==> config.mk <==
export PLATFORM = sky130hd
export DESIGN_NAME = baccarat_controller
export DESIGN_NICKNAME = d
export VERILOG_FILES = /design/src/rtl/baccarat_pkg.sv /design/src/rtl/banker_draw_rule.sv /design/src/rtl/baccarat_controller.sv
export SDC_FILE = /design/constraint.sdc
export NUM_CORES = 1
export LEC_CHECK = 0
export ABC_CLOCK_PERIOD_IN_PS = 3650
export CORE_MARGIN = 1
export CORE_UTILIZATION = 40
export CTS_CLUSTER_SIZE = 24
export DETAILED_ROUTE_END_ITERATION = 8
export GPL_TIMING_DRIVEN = 0
export PLACE_DENSITY = 0.71
export REMOVE_ABC_BUFFERS = 1
export SYNTH_ARGS = -nofsm -noshare
export SYNTH_HDL_FRONTEND = slang
export SYNTH_SLANG_ARGS = --single-unit
export TNS_END_PERCENT = 100
==> constraint.sdc <==
create_clock -name clk -period 3.65 [get_ports clk]
set_clock_uncertainty 0.15 [all_clocks]
set_input_delay 0.365 -clock clk [delete_from_list [all_inputs] [get_ports clk]]
set_output_delay 0.365 -clock clk [all_outputs]
set_load 0.005 [all_outputs]
==> src/rtl/baccarat_pkg.sv <==
// ----------------------------------------------------------------------------
// baccarat_pkg: FSM state type, card encoding and draw-rule thresholds.
// Rev 1.0
// ----------------------------------------------------------------------------
`default_nettype none

package baccarat_pkg;

  typedef enum logic [3:0] {
    DEAL_P1 = 4'd0,
    DEAL_D1 = 4'd1,
    DEAL_P2 = 4'd2,
    DEAL_D2 = 4'd3,
    CHECK_P = 4'd4,
    DEAL_P3 = 4'd5,
    CHECK_D = 4'd6,
    DEAL_D3 = 4'd7,
    RESULT  = 4'd8,
    DONE    = 4'd9
  } state_t;

  localparam logic [3:0] CARD_NONE        = 4'd0;
  localparam logic [3:0] CARD_TEN         = 4'd10;
  localparam logic [3:0] NATURAL_MIN      = 4'd8;
  localparam logic [3:0] PLAYER_DRAW_MAX  = 4'd5;
  localparam logic [3:0] BANKER_STAND_MAX = 4'd5;

  // Out-of-range scores (>9) must never count as a natural.
  function automatic logic is_natural(input logic [3:0] score);
    return (score >= NATURAL_MIN) && (score <= 4'd9);
  endfunction

  // Tens and face cards are worth zero, as is an empty slot.
  function automatic logic [3:0] card_value(input logic [3:0] card);
    return (card < CARD_TEN) ? card : CARD_NONE;
  endfunction

endpackage

`default_nettype wire

==> src/rtl/banker_draw_rule.sv <==
// ----------------------------------------------------------------------------
// banker_draw_rule: decides whether the banker takes a third card.
// Rev 1.0
// ----------------------------------------------------------------------------
`default_nettype none

module banker_draw_rule
  import baccarat_pkg::*;
(
  input  logic [3:0] dealer_score,
  input  logic [3:0] v,
  input  logic       player_drew,
  output logic       draw
);

  always_comb begin
    draw = 1'b0;
    if (!player_drew) begin
      draw = (dealer_score <= BANKER_STAND_MAX);
    end else begin
      case (dealer_score)
        4'd0, 4'd1, 4'd2: draw = 1'b1;
        4'd3:             draw = (v != 4'd8);
        4'd4:             draw = (v >= 4'd2) && (v <= 4'd7);
        4'd5:             draw = (v >= 4'd4) && (v <= 4'd7);
        4'd6:             draw = (v >= 4'd6) && (v <= 4'd7);
        default:          draw = 1'b0;
      endcase
    end
  end

endmodule

`default_nettype wire

==> src/rtl/baccarat_controller.sv <==
// ----------------------------------------------------------------------------
// baccarat_controller: deal sequencing, third-card rules and win lights.
// Optional BACCARAT_AUTO_STEP_EN: internal step pulse every AUTO_PERIOD clks.
// Rev 1.0
// ----------------------------------------------------------------------------
`default_nettype none

module baccarat_controller
  import baccarat_pkg::*;
#(
  parameter int unsigned AUTO_PERIOD = 50_000_000
) (
  input  logic       clk,
  input  logic       rst_n,
  input  logic       advance,
  input  logic [3:0] player_score,
  input  logic [3:0] dealer_score,
  input  logic [3:0] player_third_card,
  output logic [2:0] deal_player_card,
  output logic [2:0] deal_dealer_card,
  output logic       player_win_light,
  output logic       dealer_win_light,
  output logic       game_over
);

  state_t state;
  logic   p3_dealt;
  logic   step;
  logic   step_live;
  logic   banker_draw;

`ifdef BACCARAT_AUTO_STEP_EN
  localparam int CNT_W = (AUTO_PERIOD > 1) ? $clog2(AUTO_PERIOD) : 1;

  logic [CNT_W-1:0] auto_cnt;
  logic             auto_wrap;
  logic             unused_advance;

  assign unused_advance = advance;
  assign auto_wrap      = (auto_cnt == CNT_W'(AUTO_PERIOD - 1));

  always_ff @(posedge clk or negedge rst_n) begin
    if (!rst_n) begin
      auto_cnt <= '0;
    end else if (auto_wrap) begin
      auto_cnt <= '0;
    end else begin
      auto_cnt <= auto_cnt + 1'b1;
    end
  end

  assign step = auto_wrap;
`else
  assign step = advance;

  // Period only matters for the auto-step build; nothing is elaborated here.
  if (AUTO_PERIOD == 0) begin : g_no_auto_period
  end
`endif

  // Strobes are forced low while reset is held so no card loads mid-reset.
  assign step_live = step & rst_n;

  assign deal_player_card = {(state == DEAL_P3) & step_live,
                             (state == DEAL_P2) & step_live,
                             (state == DEAL_P1) & step_live};
  assign deal_dealer_card = {(state == DEAL_D3) & step_live,
                             (state == DEAL_D2) & step_live,
                             (state == DEAL_D1) & step_live};

  banker_draw_rule u_banker_draw_rule (
    .dealer_score (dealer_score),
    .v            (card_value(player_third_card)),
    .player_drew  (p3_dealt),
    .draw         (banker_draw)
  );

  always_ff @(posedge clk or negedge rst_n) begin
    if (!rst_n) begin
      state            <= DEAL_P1;
      p3_dealt         <= 1'b0;
      player_win_light <= 1'b0;
      dealer_win_light <= 1'b0;
      game_over        <= 1'b0;
    end else begin
      case (state)
        DEAL_P1: if (step) state <= DEAL_D1;
        DEAL_D1: if (step) state <= DEAL_P2;
        DEAL_P2: if (step) state <= DEAL_D2;
        DEAL_D2: if (step) state <= CHECK_P;
        CHECK_P: begin
          if (is_natural(player_score) || is_natural(dealer_score)) begin
            state <= RESULT;
          end else if (player_score <= PLAYER_DRAW_MAX) begin
            state <= DEAL_P3;
          end else begin
            state <= CHECK_D;
          end
        end
        DEAL_P3: begin
          if (step) begin
            p3_dealt <= 1'b1;
            state    <= CHECK_D;
          end
        end
        CHECK_D: state <= banker_draw ? DEAL_D3 : RESULT;
        DEAL_D3: if (step) state <= RESULT;
        RESULT: begin
          player_win_light <= (player_score >= dealer_score);
          dealer_win_light <= (dealer_score >= player_score);
          game_over        <= 1'b1;
          state            <= DONE;
        end
        DONE:    state <= DONE;
        default: state <= DEAL_P1;
      endcase
    end
  end

endmodule

`default_nettype wire

==> flow_summary.toml, run 1 <==
[placement]
finalWeightedCongestion = 0.852
place.port_buffers = 23
dp_hpwl_um = 1430
place_area_um2 = 970

[cts]
cts_tree = "yes"
numCtsBuffers = 3
clock_latency_ps = 270
path_clk_slew_ps = 60
cts_resized = 0
cts_sinks = 8
cts-htree-levels = 1
hold_buffers = 0
cts_root_buf = "clkbuf_4"
clock_path_buffers = 2
postCtsSetupRepairBufs = 0

[sta]
drv_slew = 0
worstMarginPinSlew_ps = 454
max-slew-margin-rel = 0.695
holdWs_ps = 255
finalCritPeriodShare = 0.795
rsz0062_at_grt = "no"
max_freq_ghz = 0.344
post-route-min-period_ps = 2900
tns_ps = 0
setup_viol = 0
hold_viol_final = 0

[cells_and_area]
stdcell_area_um2 = 992
finish.utilization = 0.581
syn2layout_area_growth_pct = 36.3
multi_input_area_um2 = 482
area.sequential_um2 = 200
diodes = 0
fillers = 159
drive_above_1_share = 0.0603
layout_commonest_cell = "clkdlybuf4s50_1"
final_cell_mix = "23 x clkdlybuf4s50_1, 11 x nor2_1, 10 x nand2_1"
nNetsFinal = 137

[setup_path]
end_kind = "output pin"
reg2reg_depth = 5
worstPathCellList = "clkdlybuf4s50_1 -> nand2_1 -> or3_1 -> nor3b_1 -> clkdlybuf4s50_1"
reg2reg_to = "state[1]"
cp_max_fo = 9
crit_path_frequent_cell = "clkdlybuf4s50_1"
cp-start-kind = "input pin"
worstSetupPathType = "input pin to output pin"
r2r_slack_ps = 1950
cp.arrival_ps = 2390
r2r-start = "state[1]"
max_stage_delay_ps = 740
cp.required_ps = 3130
cpMaxStageDelayCell = "clkdlybuf4s50_1"

[floorplanning]
initial_core_util = 0.426
rows = 15
dieArea_mm2 = 0.00199
top_level_ports = 24
die_width_um = 44.7
coreArea_mm2 = 0.00171
dieHeight_um = 44.7

[job]
drv_cap = 0

[synthesis]
synth-edff-count = 0
synth_seq_area_share = 0.275
syn_area_um2 = 728
synth_seq_cells = 8
synthArstFlopShare = 1.00
ys_warn_count = 0
synth_flop_cell = "dfrtp_1"
synth.distinct_cells = 34
syn_avg_cell_area_um2 = 7.75
syn_inst = 94

[grt]
antenna_found_initial = 0
grt_pass1_vias = 729
grt_first_pass_wirelength_um = 2940
overflow = 0
grt_start_max_net_pins = 16
track_usage = 0.203

[power]
irDropWorstVdd_mv = 0.204
p_leak_nw = 0.392
power_density_mw_per_mm2 = 538

[outcome]
outcome = "finished clean"

[drt]
totalWireLength_um = 1800
wire_per_inst_um = 12.7
dr.pass1.iters = 8
drt_iter0_markers = 39
drc = 0
ant_nets = 0
vias = 768
vias_per_cell = 5.45

[worst_hold_path]
hold_path_class = "input pin to asynchronous set/reset pin"
[worst max-delay path by stage]
stage	cells after the start	end	slack [ps]	start
floorplan	2	deal_player_card[1]	2030	state[2]
global placement	5	deal_player_card[1]	770	rst_n
detailed placement	5	deal_player_card[1]	720	rst_n
CTS	5	deal_player_card[1]	720	rst_n
global route	5	deal_player_card[1]	590	rst_n
finish	5	deal_player_card[1]	750	rst_n
[state kept, by name (all words and copies together), names as in the netlist]
name and count:
p3_dealt 1, dealer_win_light 1, player_win_light 1, state 4, game_over 1
[final cells by class]
| class | instances | share of cell area |
|---|---|---|
| Sequential cell | 8 | 0.202 |
| Inverter | 7 | 0.0265 |
| Tap cell | 25 | 0.0315 |
| Clock buffer | 3 | 0.0227 |
| Multi-Input combinational cell | 75 | 0.485 |
| Timing Repair Buffer | 23 | 0.232 |
[kinds of logic after synthesis]
logic type | share of synthesized area
DFF | 0.275
buffers and inverters | 0.0636
and+or+nand+nor | 0.333
AOI/OAI and AO/OA | 0.232
muxes | 0.0275
adders and majority gates | 0.0687
[per-layer routing]
layer | global-route usage | wire (um) | vias up | share of wire
met2 | 0.365 | 903 | 25 | 0.50
met4 | 0.127 | 42 | 0 | 0.023
li1 | - | - | 386 | -
met5 | 0 | 0 | - | 0
met1 | 0.225 | 804 | 353 | 0.45
met3 | 0.0204 | 46 | 4 | 0.026
[worst max-delay path, delay by kind of cell]
kind                   cells  cell delay, ps
buffers and inverters      2            1270
and+or+nand+nor            3             750
[where the power goes]
group / total [mW] / internal [mW] / switching (mW) / leakage [nW]
Sequential: 0.206 / 0.129 / 0.0764 / 0.0954
Clock: 0.0710 / 0.0378 / 0.0332 / 0.0138
Combinational: 0.257 / 0.146 / 0.112 / 0.283
[metrics by stage]
step / total power, mW / worst slack, ps / std cells
after floorplan: 0.347 / 2030 / 90
after global placement: 0.451 / 768 / 138
after detailed placement: 0.463 / 716 / 138
after CTS: 0.535 / 720 / 141
after global routing: 0.571 / 594 / 141
final: 0.534 / 747 / 141
[cell usage after synthesis, types with 2 or more instances]
cell / instances / area (um2)
nor2_1: 11 / 41.3
mux2i_1: 2 / 20.0
o22a_1: 2 / 17.5
nor3_1: 5 / 25.0
buf_2: 3 / 15.0
nor2b_1: 4 / 25.0
nand2b_1: 4 / 25.0
o21a_1: 2 / 15.0
dfrtp_1: 8 / 200
nand3_1: 2 / 10.0
a31oi_1: 3 / 18.8
o21ai_0: 4 / 20.0
a21oi_1: 3 / 15.0
ha_1: 4 / 50.1
nand2_1: 10 / 37.5
inv_1: 7 / 26.3
o21ai_1: 3 / 15.0
Note: power is estimated with default switching activity, not from simulation.
==> run 2: changes to the inputs <==
- ABC_CLOCK_PERIOD_IN_PS: 3650 -> 2440
- PLACE_DENSITY: 0.71 -> 0.74
- clock period: 3.65 -> 2.44 ns (I/O delays scaled with it)
==> flow_summary.toml, run 2 (same netlist as run 1, synthesis figures left out) <==
[cts]
numCtsBuffers = 3
path_clk_slew_ps = 50
cts-htree-levels = 1
postCtsSetupRepairBufs = 0
cts_tree = "yes"
cts_root_buf = "clkbuf_4"
clock_latency_ps = 270
cts_sinks = 8
clock_path_buffers = 2

[sta]
rsz0062_at_grt = "no"
finalCritPeriodShare = 0.964
setup_viol = 0
hold_viol_final = 0
max_freq_ghz = 0.425
drv_slew = 0
max-slew-margin-rel = 0.700
holdWs_ps = 324
post-route-min-period_ps = 2350
worstMarginPinSlew_ps = 447

[grt]
grt_first_pass_wirelength_um = 3080
grt_pass1_vias = 723
track_usage = 0.210
overflow = 0
antenna_found_initial = 0
grt_start_max_net_pins = 16

[floorplanning]
dieArea_mm2 = 0.00199
top_level_ports = 24
dieHeight_um = 44.7
rows = 15
coreArea_mm2 = 0.00171
initial_core_util = 0.426
die_width_um = 44.7

[outcome]
outcome = "complete, but fails checks"
violations = "design-rule violations"

[setup_path]
r2r_slack_ps = 720
end_kind = "output pin"
startpoint = "state[2]"
r2r-start = "state[0]"
cp.arrival_ps = 1960
cpMaxStageDelayCell = "clkdlybuf4s50_1"
max_stage_delay_ps = 530
reg2reg_to = "state[1]"
reg2reg_depth = 5
crit_family = "simple AND/OR/NAND/NOR gates"
worstSetupPathType = "flop to output pin"
cp.required_ps = 2050
cp_num_buf_inv = 1
cp-start-kind = "flop"
worstPathCellList = "or3_1 -> nor3b_1 -> clkdlybuf4s50_1"
cp.depth = 3
worstSetupEndpoint = "deal_player_card[1]"
cp_max_fo = 12

[job]
drv_cap = 0

[cells_and_area]
final_cell_mix = "21 x clkdlybuf4s50_1, 11 x nor2_1, 10 x nand2_1"
stdcell_area_um2 = 1000
largest_register_ffs = 4
diodes = 0
layout_commonest_cell = "clkdlybuf4s50_1"
drive_above_1_share = 0.0598
top_register = "state"
syn2layout_area_growth_pct = 37.3
nNetsFinal = 138

[drt]
drc = 2
ant_nets = 0
totalWireLength_um = 1830
vias = 799
drt_iter0_markers = 25
dr.pass1.iters = 6
vias_per_cell = 5.63
wire_per_inst_um = 12.9

[placement]
place.port_buffers = 23
finalWeightedCongestion = 0.861
dp_hpwl_um = 1390
place_area_um2 = 970

[power]
irDropWorstVdd_mv = 0.319
power_density_mw_per_mm2 = 797
p_leak_nw = 0.399

[worst_hold_path]
hold_path_class = "flop to flop"
-- run 2: cell count changes in the layout (fill, tap and decap cells not counted) --
cell	change
dlygate4sd3_1	+1
clkdlybuf4s50_1	-2
dlygate4sd2_1	+2
-- run 2: layer usage --
layer / vias up / global-route usage / wire length [um]
li1: 393 / - / -
met1: 368 / 0.261 / 762
met2: 32 / 0.362 / 949
met3: 6 / 0.0286 / 85
met4: 0 / 0.0909 / 38
met5: - / 0 / 0
-- run 2: worst min-delay path by stage --
| stage | start | endpoint | slack [ps] | cells after the start |
|---|---|---|---|---|
| after floorplan | rst_n | dealer_win_light | -200 | 0 |
| after global placement | game_over | game_over | 310 | 1 |
| after detailed placement | game_over | game_over | 310 | 1 |
| after CTS | game_over | game_over | 330 | 1 |
| after global routing | game_over | game_over | 340 | 1 |
| final | game_over | game_over | 320 | 1 |
-- run 2: worst register-to-register path: cells and delay by family, from the launching register on --
kind / cells / cell delay [ps]
AOI/OAI and AO/OA: 4 / 570
DFF: 1 / 520
and+or+nand+nor: 1 / 390
-- run 2: layout make-up --
class,count,area (um2)
fillers,163,708
multi-input cells,75,482
repair buffers,24,238
flip-flops and latches,8,200
well taps,25,31.3
inverters,7,26.3
clock buffers,3,22.5
-- run 2: per-stage QoR --
step | util | TNS (ps) | std cells | worst slack (ps) | power (mW)
final | 0.585 | 0 | 142 | 87.3 | 0.796
after global routing | 0.585 | 0 | 142 | 8.40 | 0.858
after CTS | 0.585 | 0 | 142 | 87.2 | 0.796
after detailed placement | 0.568 | -659 | 138 | -231 | 0.686
after global placement | 0.568 | -534 | 138 | -211 | 0.673
after floorplan | - | 0 | 90 | 942 | 0.519
-- run 2: timing repair --
action | in CTS | in global routing
endpoints found under the setup margin | 4 | 0
endpoints found under the hold margin | 8 | 0
hold buffers | 1 | 0
resized for setup | 2 | 0
-- run 2: where the power goes --
part           leakage, nW  internal, mW  switching [mW]
registers           0.0954         0.193           0.113
logic                0.290         0.218           0.166
clock network       0.0138        0.0566          0.0499
total                0.399         0.468           0.328
